==> src/rtl/serializador_pkg.sv <==
// Shared definitions for the word serializer: FSM state encoding.
package serializador_pkg;

  localparam logic [1:0] S_IDLE   = 2'd0;
  localparam logic [1:0] S_SHIFT  = 2'd1;
  localparam logic [1:0] S_PARITY = 2'd2;
  localparam logic [1:0] S_DONE   = 2'd3;

  typedef enum logic [1:0] {
    ST_IDLE   = S_IDLE,
    ST_SHIFT  = S_SHIFT,
    ST_PARITY = S_PARITY,
    ST_DONE   = S_DONE
  } state_t;

endpackage

==> src/rtl/registrador_deslocamento.sv <==
// Loadable right-shift register; exposes only bit 0 to the serializer.
// One cycle from load/shift to new lsb; load wins over shift.
module registrador_deslocamento #(
  parameter int W = 64
) (
  input  logic         clk,
  input  logic         reset,
  input  logic         load,
  input  logic         shift,
  input  logic [W-1:0] data_in,
  output logic         lsb
);

  logic [W-1:0] q;

  always_ff @(posedge clk) begin
    if (reset) begin
      q <= '0;
    end else if (load) begin
      q <= data_in;
    end else if (shift) begin
      q <= q >> 1;
    end
  end

  assign lsb = q[0];

endmodule

==> src/rtl/serializador_palavra.sv <==
// Word serializer: accepts BITS+1 bits, emits LSB-first, one bit per consumer handshake,
// optional even parity bit when SERIALIZADOR_PARIDADE_EN is defined, then a one-cycle done pulse.
// Bit k appears the cycle after edge k; serialReady low freezes serialOut/serialValid.
module serializador_palavra
  import serializador_pkg::*;
#(
  parameter int BITS = 63
) (
  input  logic          clk,
  input  logic          reset,
  input  logic [BITS:0] dataIn,
  input  logic          inValid,
  output logic          inReady,
  output logic          serialOut,
  output logic          serialValid,
  input  logic          serialReady,
  output logic          busy,
  output logic          done
);

  localparam int CW = (BITS > 0) ? $clog2(BITS + 1) : 1;

  state_t        state;
  state_t        state_nxt;
  logic [CW-1:0] cnt;
  logic          load;
  logic          shift;
  logic          last;
  logic          sr_lsb;

  assign load  = (state == ST_IDLE) && inValid;
  assign shift = (state == ST_SHIFT) && serialReady;
  assign last  = (cnt == CW'(BITS));

  registrador_deslocamento #(
    .W(BITS + 1)
  ) u_sr (
    .clk    (clk),
    .reset  (reset),
    .load   (load),
    .shift  (shift),
    .data_in(dataIn),
    .lsb    (sr_lsb)
  );

`ifdef SERIALIZADOR_PARIDADE_EN
  logic par;

  always_ff @(posedge clk) begin
    if (reset) begin
      par <= 1'b0;
    end else if (load) begin
      par <= ^dataIn;
    end
  end
`endif

  // Counter saturates at BITS; the FSM leaves SHIFT on that handshake.
  always_ff @(posedge clk) begin
    if (reset) begin
      cnt <= '0;
    end else if (load) begin
      cnt <= '0;
    end else if (shift && !last) begin
      cnt <= cnt + CW'(1);
    end
  end

  always_ff @(posedge clk) begin
    if (reset) begin
      state <= ST_IDLE;
    end else begin
      state <= state_nxt;
    end
  end

  always_comb begin
    state_nxt   = state;
    inReady     = 1'b0;
    serialValid = 1'b0;
    serialOut   = 1'b0;
    busy        = 1'b1;
    done        = 1'b0;
    case (state)
      ST_IDLE: begin
        inReady = 1'b1;
        busy    = 1'b0;
        if (inValid) begin
          state_nxt = ST_SHIFT;
        end
      end
      ST_SHIFT: begin
        serialValid = 1'b1;
        serialOut   = sr_lsb;
        if (serialReady && last) begin
`ifdef SERIALIZADOR_PARIDADE_EN
          state_nxt = ST_PARITY;
`else
          state_nxt = ST_DONE;
`endif
        end
      end
`ifdef SERIALIZADOR_PARIDADE_EN
      ST_PARITY: begin
        serialValid = 1'b1;
        serialOut   = par;
        if (serialReady) begin
          state_nxt = ST_DONE;
        end
      end
`endif
      ST_DONE: begin
        done      = 1'b1;
        state_nxt = ST_IDLE;
      end
      default: begin
        busy      = 1'b0;
        state_nxt = ST_IDLE;
      end
    endcase
  end

endmodule

==> config.mk <==
export PLATFORM = sky130hd
export DESIGN_NAME = serializador_palavra
export DESIGN_NICKNAME = d
export VERILOG_FILES = /design/src/rtl/serializador_pkg.sv /design/src/rtl/registrador_deslocamento.sv /design/src/rtl/serializador_palavra.sv
export SDC_FILE = /design/constraint.sdc
export NUM_CORES = 1
export LEC_CHECK = 0
export CAP_MARGIN = 20
export CORE_ASPECT_RATIO = 2
export CORE_MARGIN = 10
export CORE_UTILIZATION = 29
export DETAILED_ROUTE_END_ITERATION = 10
export MAX_ROUTING_LAYER = met4
export PLACE_DENSITY_LB_ADDON = 0.08
export SETUP_SLACK_MARGIN = 0.2
export SYNTH_ARGS = -nofsm -noshare
export SYNTH_HDL_FRONTEND = slang
export SYNTH_SLANG_ARGS = --single-unit
export TNS_END_PERCENT = 10
==> constraint.sdc <==
create_clock -name clk -period 1.9 [get_ports clk]
set_clock_uncertainty 0.2 [all_clocks]
set_input_delay 0.38 -clock clk [delete_from_list [all_inputs] [get_ports clk]]
set_output_delay 0.38 -clock clk [all_outputs]
set_load 0.01 [all_outputs]
==> key figures <==
Worst setup path
  • Max FO, Critical Path: 10
  • Worst reg-to-reg setup slack: 0.22 ns
  • Worst path max stage delay: 0.50 ns
  • WS Path Type: reg -> reg
  • Crit. End Element: flop
  • Crit-path cells: buf_6 > or3b_4 > buf_12 > nor2_1 > a311oi_2
  • Worst R2R End: u_sr.q[13]$_SDFFE_PP0P_
  • Setup crit start kind: flop
  • Worst-case reg-to-reg path depth: 5
  • Required time worst endpoint: 1.92 ns
  • Reg-to-Reg Start: state[0]$_SDFFE_PP0P_
  • Slowest cell on the critical path: or3b_4
  • WP data arrival: 1.70 ns

Timing
  • Tcrit/Tclk final: between 80% and 90%
  • Final slew viol count: 0
  • RSZ-0062 raised after global routing: true
  • Slew Limit Headroom: 66.8%
  • Worst Tran Pin Value: 0.498 ns
  • Final hold viol count: 0
  • FMAX: 596 MHz
  • Final number of setup-violating endpoints: 0
  • Post-layout min period: 1.68 ns
  • Min Hold Slack: a little under 0.2 ns

Yosys
  • Most common cell in the netlist: nand2_1
  • Sequential share of the synthesized area: 39.7%
  • Area contributors post-synth: dfxtp_1 (40%), a311oi_2 (26%), nand2_1 (13%), nor2_1 (6.8%), buf_6 (2.8%)
  • Top FF cell, synth: dfxtp_1
  • Dominant cell type by area after synthesis: dfxtp_1
  • Commonest cells in the netlist: nand2_1 (127), dfxtp_1 (72), nor2_1 (66)
  • Syn nets: 476
  • Post-synth cell types: 28
  • Mean area per synthesized cell: approximately 8.9 um^2
  • Number of synthesized register bits: 72
  • Share of the synthesized area in the top cell type: 39.7%
  • Post-synth EDFFs: 0
  • Mapped Area: 0.00363 mm^2
  • Synthesis Warnings: 0
  • Cells after Synth: 407
  • Synth async-reset ratio: 0%

Job
  • Max-Cap Viols: 0

Status
  • Status: finished, final reports clean

Min path
  • Min-Delay Endpoint: state[0]$_SDFFE_PP0P_
  • Start point of the worst hold path: inValid
  • Hold Path Class: in -> reg
  • Hold Crit Depth: 3

Power
  • PwrDens: 799 mW/mm^2
  • Maximum vdd drop: between 400 and 500 uV
  • Leak Pwr: about 1.8 nW
  • PnR Total Power: 4.20 mW

CTS
  • CTS clk-pin slew, worst paths: 0.06 ns
  • Hold_buf cts: 0
  • Htree depth: 3
  • CTS Buffer Depth: 2
  • Clock sinks: 72
  • CTS tree: built
  • Num CTS Buffers: 9
  • Root Buffer: clkbuf_16
  • Clk_lat worst skew: 0.34 ns

Global routing
  • Antenna violations before repair: 0
  • Largest net degree at the start of global routing: 39
  • GR Util All Layers: 11.4%
  • Number of global-route vias before repair: approximately 3,200
  • First-pass GRT wire length: approximately 16 mm
  • Grt ovf: 0

Floorplan
  • Effective utilization at floorplan: 29.8%
  • Full die area: approximately 0.018 mm^2
  • Die H: around 180 um
  • Placement Rows: 57
  • I/O pins: 73
  • DIE WIDTH: 99.1 um
  • Core area: 0.0122 mm^2

Final layout
  • Core Util, Final: 43.2%
  • Growth of design area from synthesis to finish: 45.0%
  • Layout cells sized above 1: between 20 and 30%
  • Post-layout nets: 557
  • Fin area: about 0.0053 mm^2
  • # diodes: 0

Route
  • DRC Markers: 0
  • Post-detailed-routing wire length: between 10 and 15 mm
  • Mean routed wirelength per cell: 16.9 um
  • DR vias: 3,176
  • Post-route ant nets: 0
  • Initial DRC count: a little under 90
  • DR pass1 iterations: 4
  • Via/cell ratio: 4.96

Placement
  • PortBufs: ~70
  • GP Congestion: approximately 0.70
  • Post-DP HPWL: 6.65 mm
  • Placed instance area: about 0.0046 mm^2
==> how the worst max path moves through the flow <==
stage,start,endpoint,slack [ns],cells after the start
CTS,inValid,u_sr.q[31]$_SDFFE_PP0P_,0.08,5
global placement,inValid,u_sr.q[39]$_SDFFE_PP0P_,-0.25,5
finish,state[0]$_SDFFE_PP0P_,u_sr.q[13]$_SDFFE_PP0P_,0.22,5
detailed placement,inValid,u_sr.q[39]$_SDFFE_PP0P_,-0.26,5
floorplan,state[0]$_SDFFE_PP0P_,u_sr.q[22]$_SDFFE_PP0P_,0.21,7
global route,state[1]$_SDFFE_PP0P_,serialValid,0.16,2
==> cells by family after synthesis <==
family	count (synthesis)	synth area share, %
compound gates	69	27.1
flops	72	39.7
fa+ha+maj	1	0.345
buf+inv	40	6.52
simple gates	222	25.5
mux	3	0.828
==> cell type report <==
class,instances,area (um^2)
flip-flops and latches,72,1450
clock inverters,5,55.1
clock buffers,11,253
multi-input cells,297,2010
well taps,147,184
repair buffers,108,1320
fillers,1203,6930
==> cell usage in the layout (no fill, tap or decap), drive strengths merged <==
cell and n:
a41oi 1, ha 1, and4 3, clkdlybuf4s50 64, nand3b 5, nand4b 2, nand2b 1, nor2b 2
dlygate4sd2 2, nor2 66, bufinv 1, nand2 127, a21oi 3, clkinv 2, and3b 1, a31oi 1
dfxtp 72, nand3 2, nor3 4, nor3b 2, clkbuf 20, clkinvlp 2, dlymetal6s2s 2, a211oi 1
a311oi 63, and2 2, buf 31, mux2i 3, or3 2, or3b 3, nand4 2
==> through the flow <==
step	instances	setup slack [ns]	TNS, ns
after detailed placement	608	-0.265	-15.37
after global placement	608	-0.253	-14.01
final	640	0.223	0
after global routing	640	0.165	0
after CTS	624	0.0850	0
after floorplan	407	0.212	0
==> power breakdown <==
part / internal, mW / leakage (nW) / switching, mW
logic: 0.422 / 1.10 / 0.346
registers: 1.63 / 0.596 / 0.0614
clock network: 1.08 / 0.148 / 0.664
total: 3.13 / 1.85 / 1.07
==> critical path: cells and delay by family (launching register included) <==
kind,cells,cell delay [ns]
AOI/OAI and AO/OA,1,0.07
buffers and inverters,2,0.31
DFF,1,0.33
and+or+nand+nor,2,0.64
==> registers in the layout, summed over array words and instances (netlist names) <==
register	cells
state	2
cnt	6
u_sr.q	64
==> layer usage <==
layer	track usage (%)	vias to the layer above	wire length [um]
met5	-	-	0
met1	13.3	1514	4820
met3	3.06	10	340
met4	4.32	0	139
li1	-	1596	-
met2	18.0	56	5490
==> repair_timing <==
action                     in CTS  in global routing
setup endpoints to repair      75                 73
setup buffers                   0                  3
pin swaps                       0                  2
gates resized for setup        14                 21
cloned                          0                 13
Note: power is estimated with default switching activity, not from simulation.
